File: src/rtl/mult_issue_ctrl_pkg.sv
// rtl/mult_issue_ctrl_pkg.sv - shared types and defaults for the multiplier issue controller
package mult_issue_ctrl_pkg;

    localparam int WIDTH_DEF = 64;
    localparam int TAG_W_DEF = 4;

    typedef enum logic [1:0] {
        IDLE,
        LAUNCH,
        BUSY,
        HOLD
    } state_t;

    typedef struct packed {
        logic [WIDTH_DEF-1:0] a;
        logic [WIDTH_DEF-1:0] b;
        logic [TAG_W_DEF-1:0] tag;
    } req_t;

endpackage

File: src/rtl/mult_issue_ctrl_if.sv
// rtl/mult_issue_ctrl_if.sv - request, multiplier and result handshakes of the issue controller
interface mult_issue_ctrl_if
    import mult_issue_ctrl_pkg::*;
#(
    parameter int WIDTH = WIDTH_DEF,
    parameter int TAG_W = TAG_W_DEF,
    parameter int RES_W = 2*WIDTH+1
);
    logic             in_valid;
    logic             in_ready;
    logic [WIDTH-1:0] in_a;
    logic [WIDTH-1:0] in_b;
    logic [TAG_W-1:0] in_tag;
    logic [WIDTH-1:0] mul_a;
    logic [WIDTH-1:0] mul_b;
    logic             mul_start;
    logic             mul_ready;
    logic [RES_W-1:0] mul_result;
    logic             out_valid;
    logic             out_ready;
    logic [RES_W-1:0] out_result;
    logic [TAG_W-1:0] out_tag;
    logic             busy;

    modport slave (
        input  in_valid, in_a, in_b, in_tag, mul_ready, mul_result, out_ready,
        output in_ready, mul_a, mul_b, mul_start, out_valid, out_result, out_tag, busy
    );

    modport master (
        output in_valid, in_a, in_b, in_tag, mul_ready, mul_result, out_ready,
        input  in_ready, mul_a, mul_b, mul_start, out_valid, out_result, out_tag, busy
    );
endinterface

File: src/rtl/mult_req_fifo.sv
// rtl/mult_req_fifo.sv - two-entry request FIFO; simultaneous push and pop both take effect
module mult_req_fifo
    import mult_issue_ctrl_pkg::*;
#(
    parameter type entry_t = req_t
) (
    input  logic   clk,
    input  logic   reset,
    input  logic   push_i,
    input  entry_t push_data_i,
    input  logic   pop_i,
    output entry_t head_o,
    output logic   full_o,
    output logic   empty_o
);
    entry_t     mem_q [2];
    logic       wr_ptr_q;
    logic       rd_ptr_q;
    logic [1:0] count_q;
    logic       push;
    logic       pop;

    assign full_o  = (count_q == 2'd2);
    assign empty_o = (count_q == 2'd0);
    assign push    = push_i && !full_o;
    assign pop     = pop_i && !empty_o;
    assign head_o  = mem_q[rd_ptr_q];

    always_ff @(posedge clk or posedge reset) begin
        if (reset) begin
            mem_q[0] <= '0;
            mem_q[1] <= '0;
            wr_ptr_q <= 1'b0;
            rd_ptr_q <= 1'b0;
            count_q  <= 2'd0;
        end else begin
            if (push) begin
                mem_q[wr_ptr_q] <= push_data_i;
                wr_ptr_q        <= ~wr_ptr_q;
            end
            if (pop) begin
                rd_ptr_q <= ~rd_ptr_q;
            end
            count_q <= count_q + 2'(push) - 2'(pop);
        end
    end
endmodule

File: src/rtl/mult_issue_ctrl.sv
// rtl/mult_issue_ctrl.sv - issues queued operand pairs to a shift-add multiplier; MULT_ISSUE_ZERO_BYPASS_EN short-circuits zero operands
module mult_issue_ctrl
    import mult_issue_ctrl_pkg::*;
#(
    parameter int WIDTH = WIDTH_DEF,
    parameter int TAG_W = TAG_W_DEF,
    parameter int RES_W = 2*WIDTH+1
) (
    input logic              clk,
    input logic              reset,
    mult_issue_ctrl_if.slave bus
);
    typedef struct packed {
        logic [WIDTH-1:0] a;
        logic [WIDTH-1:0] b;
        logic [TAG_W-1:0] tag;
    } req_w_t;

    state_t           state_q;
    logic [WIDTH-1:0] a_q;
    logic [WIDTH-1:0] b_q;
    logic [TAG_W-1:0] tag_q;
    logic             start_q;
    logic             first_q;
    logic [RES_W-1:0] res_q;
    logic [TAG_W-1:0] otag_q;

    req_w_t in_req;
    req_w_t head;
    logic   fifo_full;
    logic   fifo_empty;
    logic   pop;
    logic   zero_op;

    assign in_req = {bus.in_a, bus.in_b, bus.in_tag};

    mult_req_fifo #(.entry_t(req_w_t)) u_fifo (
        .clk         (clk),
        .reset       (reset),
        .push_i      (bus.in_valid),
        .push_data_i (in_req),
        .pop_i       (pop),
        .head_o      (head),
        .full_o      (fifo_full),
        .empty_o     (fifo_empty)
    );

    // Popping out of HOLD as the result drains gives back-to-back issue.
    assign pop = !fifo_empty &&
                 ((state_q == IDLE) || ((state_q == HOLD) && bus.out_ready));

`ifdef MULT_ISSUE_ZERO_BYPASS_EN
    assign zero_op = (head.a == '0) || (head.b == '0);
`else
    assign zero_op = 1'b0;
`endif

    always_ff @(posedge clk or posedge reset) begin
        if (reset) begin
            state_q <= IDLE;
            a_q     <= '0;
            b_q     <= '0;
            tag_q   <= '0;
            start_q <= 1'b0;
            first_q <= 1'b0;
            res_q   <= '0;
            otag_q  <= '0;
        end else begin
            start_q <= 1'b0;
            case (state_q)
                IDLE, HOLD: begin
                    if (pop) begin
                        a_q   <= head.a;
                        b_q   <= head.b;
                        tag_q <= head.tag;
                        if (zero_op) begin
                            res_q   <= '0;
                            otag_q  <= head.tag;
                            state_q <= HOLD;
                        end else begin
                            start_q <= 1'b1;
                            state_q <= LAUNCH;
                        end
                    end else if ((state_q == HOLD) && bus.out_ready) begin
                        state_q <= IDLE;
                    end
                end
                LAUNCH: begin
                    first_q <= 1'b1;
                    state_q <= BUSY;
                end
                BUSY: begin
                    // mul_ready may still be high from the previous product here.
                    first_q <= 1'b0;
                    if (!first_q && bus.mul_ready) begin
                        res_q   <= bus.mul_result;
                        otag_q  <= tag_q;
                        state_q <= HOLD;
                    end
                end
                default: state_q <= IDLE;
            endcase
        end
    end

    assign bus.in_ready   = !fifo_full;
    assign bus.mul_a      = a_q;
    assign bus.mul_b      = b_q;
    assign bus.mul_start  = start_q;
    assign bus.out_valid  = (state_q == HOLD);
    assign bus.out_result = res_q;
    assign bus.out_tag    = otag_q;
    assign bus.busy       = (state_q != IDLE) || !fifo_empty;
endmodule

File: src/flat_wrapper.sv
// flat-port wrapper written by rule: the top's interface ports become plain ports
module mult_issue_ctrl_flat import mult_issue_ctrl_pkg::*;
#(
    parameter int WIDTH = WIDTH_DEF,
    parameter int TAG_W = TAG_W_DEF,
    parameter int RES_W = 2*WIDTH+1
)
  (clk, reset, bus_in_valid, bus_in_a, bus_in_b, bus_in_tag, bus_mul_ready, bus_mul_result, bus_out_ready, bus_in_ready, bus_mul_a, bus_mul_b, bus_mul_start, bus_out_valid, bus_out_result, bus_out_tag, bus_busy);
  mult_issue_ctrl_if #(.WIDTH(WIDTH), .TAG_W(TAG_W), .RES_W(RES_W)) bus_i ();
  input logic clk;
  input logic reset;
  input wire logic [$bits(bus_i.in_valid)-1:0] bus_in_valid;
  input wire logic [$bits(bus_i.in_a)-1:0] bus_in_a;
  input wire logic [$bits(bus_i.in_b)-1:0] bus_in_b;
  input wire logic [$bits(bus_i.in_tag)-1:0] bus_in_tag;
  input wire logic [$bits(bus_i.mul_ready)-1:0] bus_mul_ready;
  input wire logic [$bits(bus_i.mul_result)-1:0] bus_mul_result;
  input wire logic [$bits(bus_i.out_ready)-1:0] bus_out_ready;
  output wire logic [$bits(bus_i.in_ready)-1:0] bus_in_ready;
  output wire logic [$bits(bus_i.mul_a)-1:0] bus_mul_a;
  output wire logic [$bits(bus_i.mul_b)-1:0] bus_mul_b;
  output wire logic [$bits(bus_i.mul_start)-1:0] bus_mul_start;
  output wire logic [$bits(bus_i.out_valid)-1:0] bus_out_valid;
  output wire logic [$bits(bus_i.out_result)-1:0] bus_out_result;
  output wire logic [$bits(bus_i.out_tag)-1:0] bus_out_tag;
  output wire logic [$bits(bus_i.busy)-1:0] bus_busy;
  assign bus_i.in_valid = bus_in_valid;
  assign bus_i.in_a = bus_in_a;
  assign bus_i.in_b = bus_in_b;
  assign bus_i.in_tag = bus_in_tag;
  assign bus_i.mul_ready = bus_mul_ready;
  assign bus_i.mul_result = bus_mul_result;
  assign bus_i.out_ready = bus_out_ready;
  assign bus_in_ready = bus_i.in_ready;
  assign bus_mul_a = bus_i.mul_a;
  assign bus_mul_b = bus_i.mul_b;
  assign bus_mul_start = bus_i.mul_start;
  assign bus_out_valid = bus_i.out_valid;
  assign bus_out_result = bus_i.out_result;
  assign bus_out_tag = bus_i.out_tag;
  assign bus_busy = bus_i.busy;
  mult_issue_ctrl #(.WIDTH(WIDTH), .TAG_W(TAG_W), .RES_W(RES_W)) u_core (.clk(clk), .reset(reset), .bus(bus_i));
endmodule
File: config.mk
export PLATFORM = sky130hd
export DESIGN_NAME = mult_issue_ctrl_flat
export DESIGN_NICKNAME = d
export VERILOG_FILES = /design/src/rtl/mult_issue_ctrl_pkg.sv /design/src/rtl/mult_issue_ctrl_if.sv /design/src/rtl/mult_req_fifo.sv /design/src/rtl/mult_issue_ctrl.sv /design/src/flat_wrapper.sv
export SDC_FILE = /design/constraint.sdc
export NUM_CORES = 1
export LEC_CHECK = 0
export ABC_AREA = 0
export CORE_MARGIN = 10
export CORE_UTILIZATION = 55
export CTS_BUF_LIST = sky130_fd_sc_hd__clkbuf_8
export CTS_CLUSTER_SIZE = 16
export DETAILED_ROUTE_END_ITERATION = 10
export PLACE_DENSITY = 0.95
export SLEW_MARGIN = 20
export SYNTH_ARGS = -nofsm -noshare
export SYNTH_HDL_FRONTEND = slang
export SYNTH_HIERARCHICAL = 1
export SYNTH_SLANG_ARGS = --single-unit
File: constraint.sdc
create_clock -name clk -period 21.5 [get_ports clk]
set_input_delay 4.3 -clock clk [delete_from_list [all_inputs] [get_ports clk]]
set_output_delay 4.3 -clock clk [all_outputs]
set_load 0.01 [all_outputs]
Word-level counts from Yosys, hierarchy flattened --
Cells that the tools add are included.
Operators by class: order comparisons 3, muxes and demuxes 13, add/sub/neg operators 2, bitwise operators 4, reduce and logical (&&, ||, !) cells 19, equal/unequal tests 6
Operators with widths (number):
- $mux W132 | 4
- $bwmux W264 | 1
- $demux W132 S1 | 1
- $eq A2 B2 Y1 const B | 3
- $logic_and A1 B1 Y1 | 6
- $mux W2 | 3
- $pmux W2 S3 | 1
- $reduce_and A2 Y1 | 3
- $ge A2 B2 Y1 const B | 2
- $logic_not A2 Y1 | 2
- $not A1 Y2 | 2
- $reduce_bool A2 Y1 | 2
- $logic_not A1 Y1 | 3
- $ne A3 B2 Y1 const B | 1
- $add A2 B1 Y2 | 1
- $eq A2 B1 Y1 const B | 1
- $logic_or A1 B1 Y1 | 2
- $lt A2 B1 Y1 const B | 1
- $mux W1 | 2
- $ne A2 B1 Y1 const B | 1
- $not A1 Y1 | 2
- $pmux W1 S2 | 1
- $reduce_or A2 Y1 | 1
- $sub A2 B1 Y2 | 1
Storage, ports and cells: bits in registers 537, output and inout bits 265

Longest topological paths before layout --
Gate-level depths: netlist of run 1.
depth after elaboration 6, mapped depth 10, mapped depth without buffers 10

Modules after synthesis --
Netlist of run 1, hierarchy kept.
By module, submodules not included:
- mult_req_fifo | area an instance 11707.5 µm², cells an instance 723, times used 1
- mult_issue_ctrl | area an instance 10108.4 µm², cells an instance 589, times used 1

Worst setup path after synthesis of run 1 --
OpenSTA, ideal clock, no wires.
kind input to register, from in bus_out_ready, to reg u_core.u_fifo.count_q[1], data arrival time 5.410 ns, setup time 0.123 ns, cell stages on the path 8, path buffers 0, slack 15.967 ns, required time 21.377 ns, cells stage by stage a21oi_2 -> nor2_1 -> nor2b_1 -> ha_1 -> inv_1 -> ha_1 -> xnor2_1 -> xnor2_1
Between the ends: word-level cells in the longest chain between the ends 5
Ends and longest elaborated chain:
- from (decl) | line flat_wrapper.sv:18 | input wire logic [$bits(bus_i.out_ready)-1:0] bus_out_ready;
- $logic_and A1 B1 Y1 | line mult_issue_ctrl.sv:50 | ((state_q == IDLE) || ((state_q == HOLD) && bus.out_ready));
- $logic_or A1 B1 Y1 | line mult_issue_ctrl.sv:50
- $logic_and A1 B1 Y1 | line mult_issue_ctrl.sv:49 | assign pop = !fifo_empty &&
- via u_core.pop | line mult_issue_ctrl.sv:32 | logic pop;
- $logic_and A1 B1 Y1 | line mult_req_fifo.sv:26 | assign pop = pop_i && !empty_o;
- via u_core.u_fifo.pop | line mult_req_fifo.sv:21 | logic pop;
- $sub A2 B1 Y2 | line mult_req_fifo.sv:44 | count_q <= count_q + 2'(push) - 2'(pop);
- to (signal assigned) | line mult_req_fifo.sv:44
- to (decl) | line mult_req_fifo.sv:19 | logic [1:0] count_q;
The timed path passes the listed nets, and every way through them passes these cells. A chain may end at the register's enable or synchronous reset.

Final worst setup path of run 1 --
from in bus_in_valid, to reg u_core/u_fifo/mem_q[108] (netlist bit)
Between the ends: word-level cells in the longest chain between the ends 1
Ends and longest elaborated chain:
- from (decl) | line flat_wrapper.sv:12 | input wire logic [$bits(bus_i.in_valid)-1:0] bus_in_valid;
- $logic_and A1 B1 Y1 | line mult_req_fifo.sv:25 | assign push = push_i && !full_o;
- to (signal, indexed assignment) | line mult_req_fifo.sv:38 | mem_q[wr_ptr_q] <= push_data_i;
- to (decl) | line mult_req_fifo.sv:16 | entry_t mem_q [2];
Every way passes these cells.

==> impl_metrics.env, run 1 <==
export IMPL_gr_total_overflow=0
export IMPL_hold_ws_ps=484.4
export IMPL_peakVddDrop_mv=0.09811
export IMPL_r2r_slack_ps=18350
export IMPL_place_hpwl_um=43750
export IMPL_dieHeight_um=219.2
export IMPL_internal_power_mw=3.190
export IMPL_required_ps=22020
export IMPL_final_cell_mix="dfrtp_1, clkdlybuf4s50_1, mux2_2"
export IMPL_startpoint_type="input pin"
export IMPL_holdPathStages=1
export IMPL_wire_per_inst_um=26.66
export IMPL_place_congestion=0.8084
export IMPL_htree_levels=3
export IMPL_cts_setup_buffers=0
export IMPL_fin_tns_setup_ps=0
export IMPL_grt_pass1_wl_um=98390
export IMPL_first_pass_iters=5
export IMPL_min_period_ps=6734
export IMPL_synth_edf_count=0
export IMPL_worstPathMaxFanout=67
export IMPL_hold_buffers=0
export IMPL_p_clk_share_pct=18.6
export IMPL_rr_worst_depth=6
export IMPL_syn_area_sq_um=21820
export IMPL_grt_use_total_pct=26.84
export IMPL_ys_ff_latch=537
export IMPL_pwr_share_seq_pct=39.8
export IMPL_drc=0
export IMPL_r2r_end="u_core/u_fifo/mem_q[235]$_DFFE_PP0P_"
export IMPL_final_core_util_pct=74.91
export IMPL_hold_violations=0
export IMPL_first_iter_violations=930
export IMPL_cts_tree="built"
export IMPL_avgViaCountPerCell=5.498
export IMPL_cts_resized_gates=0
export IMPL_slew_violations=0
export IMPL_power_net_switching_mw=1.554
export IMPL_antenna_found_initial=9
export IMPL_p_leak_nw=12.46
export IMPL_yosysSeqAreaShare_pct=61.60
export IMPL_start_util_pct=56.06
export IMPL_cap_viol_max_count=0
export IMPL_die_x_um=219.2
export IMPL_worst_setup_path_type="in -> reg"
export IMPL_avgSynthCellArea_sq_um=16.63
export IMPL_status="finished clean"
export IMPL_cts_sinks=537
export IMPL_num_nets_final=2140
export IMPL_clock_path_buffers=3
export IMPL_setup_viol=0
export IMPL_setup_worst_path_end_class="flop"
export IMPL_grt_pass1_vias=15834
export IMPL_portBuffers=530
export IMPL_ys_flop_type="dfrtp_1"
export IMPL_clk_insertion_delay_late_ps=660
export IMPL_hp_start="u_core/u_fifo/mem_q[151]$_DFFE_PP0P_"
export IMPL_yosys_warnings=6
export IMPL_syn_to_final_growth_pct=33.63
export IMPL_layout_commonest_cell="dfrtp_1"
export IMPL_die_area_sq_um=48030
export IMPL_fmax_ghz=0.1485
export IMPL_synth_nets=1583
export IMPL_fin_worst_skew_ps=31.74
export IMPL_root_buffer="clkbuf_8"
export IMPL_swShare_pct=32.75
export IMPL_grt_max_degree=164
export IMPL_comb_power_share_pct=41.6
export IMPL_yosysUniqueCellTypes=29
export IMPL_routed_wl_um=65640
export IMPL_maxSlewHeadroom_pct=26.30
export IMPL_tightest_slew_ps=1105
export IMPL_fin_crit_sh_pct=31.32
export IMPL_antenna_left=0
export IMPL_syn_inst=1312
export IMPL_powerDensity_nw_per_um2=162.7
export IMPL_path_clk_slew_ps=60
export IMPL_drive_above_1_share_pct=33.68
export IMPL_cts_buffers=86
export IMPL_reg2reg_from="u_core/u_fifo/count_q[1]$_DFF_PP0_"
export IMPL_rows=72
export IMPL_min_to="u_core/u_fifo/mem_q[151]$_DFFE_PP0P_"
export IMPL_critPathArrivalTime_ps=7250
export IMPL_num_vias=13536
export IMPL_io_pins=531
export IMPL_min_path_type="reg -> reg"
export IMPL_core_sq_um=38920
export IMPL_final_area_sq_um=29150
export IMPL_rsz0062_at_grt="no"
export IMPL_async_flop_share_pct=100.0
export IMPL_postPlaceCellArea_sq_um=27380
==> synth_stat cells, drive strengths merged (2+ instances only) <==
cell type  number  area share (%)
ha              5            0.29
dfrtp         537              62
inv             8            0.14
nand2           5           0.086
and3            2           0.057
nand2b          3           0.086
nor2b           3           0.086
buf            65             2.3
nor2            2           0.034
mux2          661              35
clkbuf          7            0.12
xnor2           3            0.12
==> worst max-delay path, cell delays in order <==
cell,delay (ps)
clkdlybuf4s50_1,520
and3_4,930
buf_4,980
mux2_2,420
==> power groups by stage <==
stage / clock network (mW) / registers (mW) / logic (mW)
global route: 0.945 / 1.94 / 2.08
global placement: 0 / 1.82 / 1.87
CTS: 0.903 / 1.88 / 1.99
detailed placement: 0 / 1.87 / 1.94
finish: 0.884 / 1.89 / 1.97
floorplan: 0 / 1.87 / 1.05
==> flip-flops by register name, indices dropped and copies added (netlist names) <==
| register | flops |
|---|---|
| u_core/bus.mul_a | 64 |
| u_core/u_fifo/rd_ptr_q | 1 |
| u_core/first_q | 1 |
| u_core/bus.out_result | 129 |
| u_core/u_fifo/mem_q | 264 |
| u_core/bus.mul_b | 64 |
| u_core/u_fifo/count_q | 2 |
| u_core/u_fifo/wr_ptr_q | 1 |
| u_core/tag_q | 4 |
| u_core/bus.out_tag | 4 |
| u_core/bus.mul_start | 1 |
| u_core/state_q | 2 |
==> cell families (layout without fill, tap and decap cells) <==
| logic type | Yosys count | count (layout) | synth area share (%) |
|---|---|---|---|
| AO/OA/AOI/OAI | 7 | 7 | 0.2582 |
| XOR/XNOR | 4 | 4 | 0.1606 |
| adder cells (fa/ha/maj) | 5 | 5 | 0.2868 |
| buffers and inverters | 80 | 704 | 2.535 |
| flip-flops | 537 | 537 | 61.60 |
| multiplexers | 662 | 662 | 34.68 |
| other | 0 | 8 | 0 |
| AND/OR/NAND/NOR | 17 | 17 | 0.4818 |
==> final cells by class <==
cell class	instances	area (sq um)
sequential	537	13440
fill	2187	9764
multi-input combinational	695	7844
timing repair buffer	541	5400
clock buffer	110	1514
tap	518	648.1
clock inverter	45	240.2
inverter	8	45.04
antenna	8	20.02
==> how the worst max path moves through the flow <==
stage | start | slack (ps) | endpoint | cells past startpoint
finish | bus_in_valid | 14770 | u_core/u_fifo/mem_q[108]$_DFFE_PP0P_ | 4
detailed placement | bus_in_valid | 14190 | u_core/u_fifo/mem_q[20]$_DFFE_PP0P_ | 4
CTS | bus_in_valid | 14890 | u_core/u_fifo/mem_q[108]$_DFFE_PP0P_ | 4
floorplan | reset | 9790 | u_core/bus.mul_a[0]$_DFFE_PP0P_ | 1
global route | bus_in_valid | 14730 | u_core/u_fifo/mem_q[20]$_DFFE_PP0P_ | 4
global placement | bus_in_valid | 14190 | u_core/u_fifo/mem_q[261]$_DFFE_PP0P_ | 5
==> routing by layer <==
layer	routed length, um	up-vias	GRT usage (%)
li1	-	5792	-
met1	24160	7105	30.02
met2	34670	506	46.97
met3	5007	125	9.161
met4	1743	8	9.239
met5	48	-	0
==> stage by stage <==
step	power, mW	instances	setup WS, ps
finish	4.744	2462	14770
global route	4.967	2460	14730
CTS	4.770	2454	14890
detailed placement	3.812	2299	14190
global placement	3.683	2299	14190
floorplan	2.916	1312	9790
Power figures use the tool's default switching activity.
==> run 2: changes to the inputs <==
CORE_UTILIZATION = 46   (was 55)
PLACE_DENSITY = 0.85   (was 0.95)
clock period = 6.1 ns   (was 21.5 ns; I/O delays follow)
==> run 2 against run 1 <==
Against the previous run: critical path depth is 1 lower; register-to-register slack got worse by 15000 ps; design area up 0.76%; final cell count is 3.5% higher; critical endpoint is now bus_busy; largest cell class unchanged.
==> impl_metrics.env, run 2 (synthesis gave the netlist of run 1 again) <==
export IMPL_status="finished clean"
export IMPL_p_leak_nw=12.47
export IMPL_hold_buffers=0
export IMPL_cts_setup_buffers=0
export IMPL_place_congestion=0.8271
export IMPL_swShare_pct=31.53
export IMPL_layout_commonest_cell="dfrtp_1"
export IMPL_largest_reg_flops=264
export IMPL_dieHeight_um=237.8
export IMPL_drive_above_1_share_pct=33.66
export IMPL_rows=79
export IMPL_min_period_ps=3560
export IMPL_htree_levels=3
export IMPL_die_area_sq_um=56540
export IMPL_fin_crit_sh_pct=58.36
export IMPL_r2r_end="u_core/bus.mul_b[56]$_DFFE_PP0P_"
export IMPL_startpoint_type="flop"
export IMPL_final_area_sq_um=29370
export IMPL_cts_sinks=537
export IMPL_first_iter_violations=500
export IMPL_hp_start="u_core/u_fifo/mem_q[177]$_DFFE_PP0P_"
export IMPL_cts_tree="built"
export IMPL_setup_viol=0
export IMPL_rsz0062_at_grt="no"
export IMPL_cap_viol_max_count=0
export IMPL_pwr_share_seq_pct=39.5
export IMPL_worst_setup_path_type="reg -> out"
export IMPL_peakVddDrop_mv=0.5156
export IMPL_die_x_um=237.8
export IMPL_io_pins=531
export IMPL_rr_worst_depth=5
export IMPL_path_clk_slew_ps=60
export IMPL_num_vias=13058
export IMPL_largest_register="u_core/u_fifo/mem_q"
export IMPL_powerDensity_nw_per_um2=562.7
export IMPL_maxSlewHeadroom_pct=36.20
export IMPL_place_hpwl_um=41790
export IMPL_num_nets_final=2143
export IMPL_gr_total_overflow=0
export IMPL_first_pass_iters=5
export IMPL_wire_per_inst_um=23.93
export IMPL_antenna_found_initial=13
export IMPL_fin_worst_skew_ps=29.87
export IMPL_hold_violations=0
export IMPL_grt_max_degree=156
export IMPL_comb_power_share_pct=41.5
export IMPL_avgViaCountPerCell=5.127
export IMPL_min_to="u_core/u_fifo/mem_q[177]$_DFFE_PP0P_"
export IMPL_antenna_left=0
export IMPL_cts_resized_gates=0
export IMPL_clk_insertion_delay_late_ps=660
export IMPL_setup_worst_path_end_class="output port"
export IMPL_worstPathMaxFanout=7
export IMPL_r2r_slack_ps=3240
export IMPL_tightest_slew_ps=957.1
export IMPL_slew_violations=0
export IMPL_fmax_ghz=0.2809
export IMPL_reg2reg_from="u_core/state_q[0]$_DFFE_PP0P_"
export IMPL_grt_pass1_wl_um=92340
export IMPL_required_ps=4880
export IMPL_grt_use_total_pct=21.15
export IMPL_drc=0
export IMPL_grt_pass1_vias=15271
export IMPL_critPathArrivalTime_ps=2340
export IMPL_holdPathStages=1
export IMPL_final_cell_mix="dfrtp_1, clkdlybuf4s50_1, mux2_2"
export IMPL_start_util_pct=46.66
export IMPL_power_net_switching_mw=5.211
export IMPL_root_buffer="clkbuf_8"
export IMPL_core_sq_um=46750
export IMPL_internal_power_mw=11.32
export IMPL_fin_tns_setup_ps=0
export IMPL_cts_buffers=89
export IMPL_p_clk_share_pct=19.0
export IMPL_clock_path_buffers=3
export IMPL_critPathLaunch="u_core/u_fifo/count_q[1]$_DFF_PP0_"
export IMPL_syn_to_final_growth_pct=34.65
export IMPL_portBuffers=530
export IMPL_postPlaceCellArea_sq_um=27580
export IMPL_min_path_type="reg -> reg"
export IMPL_routed_wl_um=60940
## run 2: cell types whose count changed in the layout (fill, tap and decap cells not counted), sizes merged
cell | before | now
bufinv | 1 | 3
clkbuf | 110 | 109
clkinv | 10 | 5
clkinvlp | 1 | 4
diode | 8 | 9
inv | 41 | 37
## run 2: critical path, stage by stage (launching register included)
cell and delay (ps):
dfrtp_1 400, nor2_1 590, nand2_1 160, clkdlybuf4s50_1 530
## run 2: worst max-delay path by stage
stage                     slack (ps)                          endpoint
after CTS                       2430                          bus_busy
final                           2540                          bus_busy
after global placement          2460  u_core/bus.mul_a[63]$_DFFE_PP0P_
after floorplan                 1330   u_core/bus.mul_a[0]$_DFFE_PP0P_
after detailed placement        2470  u_core/bus.mul_b[50]$_DFFE_PP0P_
after global routing            2360                          bus_busy
## run 2: final cells by class
cell class,instances,area [sq um]
fill,3304,17380
sequential,537,13440
multi-input combinational,695,7844
timing repair buffer,541,5500
clock buffer,109,1500
tap,607,759.5
clock inverter,41,269.0
inverter,8,37.54
antenna,9,22.52
## run 2: through the flow
step / utilization, % / power [mW] / cells / setup slack, ps / hold slack, ps
6_report: 62.83 / 16.53 / 2547 / 2540 / 481.3
5_1_grt: 62.82 / 17.40 / 2546 / 2364 / 494.2
2_1_floorplan: - / 10.28 / 1312 / 1327 / 452.2
4_1_cts: 62.78 / 16.70 / 2538 / 2426 / 485.0
3_3_place_gp: 59.00 / 13.04 / 2388 / 2462 / 462.1
3_5_place_dp: 59.00 / 13.42 / 2388 / 2467 / 472.2
## run 2: power groups by stage
stage          Combinational (mW)  Sequential (mW)  Clock, mW
2_1_floorplan                3.70             6.58          0
3_3_place_gp                 6.65             6.39          0
3_5_place_dp                 6.87             6.55          0
4_1_cts                      6.94             6.53       3.23
5_1_grt                      7.29             6.73       3.39
6_report                     6.85             6.53       3.15
## run 2: metal layers
metal / wire, um / global-route usage (%)
met5: 45 / 0
met4: 1677 / 7.361
met3: 4960 / 8.573
met2: 31320 / 36.53
met1: 22940 / 23.21
==> run 3: changes to the inputs <==
CORE_UTILIZATION = 51   (was 46)
PLACE_DENSITY = 0.89   (was 0.85)
clock period = 3.3 ns   (was 6.1 ns; I/O delays follow)
==> run 3 against run 2 <==
Against the previous run: die area decreased by 9.0%; sequential share of layout area decreased by 0.38 points; critical path type unchanged; first-iteration DRC count increased by 25%; wire length increased by 3.4%; register-to-register slack got worse by 2300 ps; design area increased by 0.84%.
==> impl_metrics.env, run 3 (synthesis gave the netlist of run 1 again) <==
export IMPL_portBuffers=530
export IMPL_wl_met3_um=5436
export IMPL_grt_use_total_pct=24.27
export IMPL_tightest_slew_ps=908.3
export IMPL_final_cell_mix="dfrtp_1, clkdlybuf4s50_1, mux2_2"
export IMPL_cap_viol_max_count=0
export IMPL_maxSlewHeadroom_pct=39.32
export IMPL_rsz0062_at_grt="no"
export IMPL_slew_violations=0
export IMPL_antenna_found_initial=11
export IMPL_layout_commonest_cell="dfrtp_1"
export IMPL_gr_total_overflow=0
export IMPL_avgViaCountPerCell=5.355
export IMPL_rows=75
export IMPL_critPathArrivalTime_ps=2240
export IMPL_start_util_pct=51.78
export IMPL_num_vias=13425
export IMPL_min_period_ps=2903
export IMPL_syn_to_final_growth_pct=35.77
export IMPL_first_pass_iters=4
export IMPL_num_nets_final=2168
export IMPL_min_path_type="in -> async"
export IMPL_hold_violations=0
export IMPL_clk_insertion_delay_late_ps=670
export IMPL_core_sq_um=42130
export IMPL_powerDensity_nw_per_um2=1044
export IMPL_hold_buffers=0
export IMPL_fmax_ghz=0.3445
export IMPL_die_area_sq_um=51450
export IMPL_p_leak_nw=12.65
export IMPL_grt_max_degree=101
export IMPL_die_x_um=226.8
export IMPL_fin_worst_skew_ps=31.41
export IMPL_max_stage_delay_ps=530
export IMPL_largest_reg_flops=264
export IMPL_met1_length_um=22810
export IMPL_path_clk_slew_ps=60
export IMPL_cts_resized_gates=0
export IMPL_place_hpwl_um=43530
export IMPL_cts_setup_buffers=0
export IMPL_cts_buffers=88
export IMPL_cts_tree="built"
export IMPL_io_pins=531
export IMPL_worst_setup_path_type="reg -> out"
export IMPL_htree_levels=3
export IMPL_critPathSlowestCell="clkdlybuf4s50_1"
export IMPL_cp_cell_sequence="nor2_1 -> nand2_1 -> clkdlybuf4s50_1"
export IMPL_drc=0
export IMPL_final_core_util_pct=70.30
export IMPL_cts_sinks=537
export IMPL_startpoint_type="flop"
export IMPL_place_congestion=0.8061
export IMPL_grt_pass1_vias=15445
export IMPL_routed_wl_um=63030
export IMPL_setup_viol=0
export IMPL_power_mw=30.93
export IMPL_placed_cells_incl_taps=2346
export IMPL_fin_crit_sh_pct=87.96
export IMPL_wire_per_inst_um=25.14
export IMPL_dieHeight_um=226.8
export IMPL_worstPathMaxFanout=7
export IMPL_top_layer="met5"
export IMPL_setup_worst_path_end_class="output port"
export IMPL_status="finished clean"
export IMPL_clock_path_buffers=3
export IMPL_grt_pass1_wl_um=94980
export IMPL_dr_wl_met2_um=33100
export IMPL_drive_above_1_share_pct=34.66
export IMPL_fin_cells=2507
export IMPL_required_ps=2640
export IMPL_first_iter_violations=624
export IMPL_peakVddDrop_mv=0.5912
export IMPL_antenna_left=0
export IMPL_root_buffer="clkbuf_8"
export IMPL_largest_register="u_core/u_fifo/mem_q"
==> run 3: cell type report <==
type	instances	area [sq um]
Sequential cell	537	13440
Fill cell	2543	12510
Multi-Input combinational cell	695	7844
Timing Repair Buffer	567	5808
Clock buffer	118	1624
Tap cell	539	674.4
Clock inverter	34	167.7
Inverter	8	37.54
Antenna cell	9	22.52
==> run 3: routing by layer <==
layer / vias to the layer above / GRT usage [%]
met5: - / 0
met4: 6 / 7.617
met3: 122 / 9.703
met2: 448 / 42.10
met1: 7000 / 26.78
li1: 5849 / -
==> run 3: through the flow <==
step,worst slack (ps),setup TNS [ps],hold WS (ps),instance area [sq um]
finish,397.4,0,410.2,29620
global route,219.7,0,368.3,29600
CTS,324.0,0,353.2,29600
detailed placement,674.8,0,472.0,27810
global placement,719.9,0,462.6,27810
floorplan,-913.5,-486780,452.2,21820
==> run 3: critical path: cells and delay by family, from the launching register on <==
family	cells	cell delay [ps]
simple gates	2	640
flops	1	400
buf+inv	1	530
==> run 3: where the power goes <==
part | switching (mW) | internal [mW]
combinational | 5.26 | 7.82
clock | 2.61 | 3.24
sequential | 1.98 | 10.0
total | 9.85 | 21.1
==> run 3: path summary, 6_finish.rpt <==
kind / startpoint / slack [ps] / to / cells after the start
setup / recovery: u_core/u_fifo/count_q[1]$_DFF_PP0_ / 400 / bus_busy / 3
hold / removal: reset / 410 / u_core/tag_q[3]$_DFFE_PP0P_ / 2
setup reg to reg: u_core/state_q[0]$_DFFE_PP0P_ / 960 / u_core/bus.mul_b[8]$_DFFE_PP0P_ / 5
hold reg to reg: u_core/u_fifo/mem_q[198]$_DFFE_PP0P_ / 480 / u_core/u_fifo/mem_q[198]$_DFFE_PP0P_ / 1
max in group asynchronous: reset / 1960 / u_core/u_fifo/mem_q[186]$_DFFE_PP0P_ / 3
min in group clk: u_core/u_fifo/mem_q[198]$_DFFE_PP0P_ / 480 / u_core/u_fifo/mem_q[198]$_DFFE_PP0P_ / 1
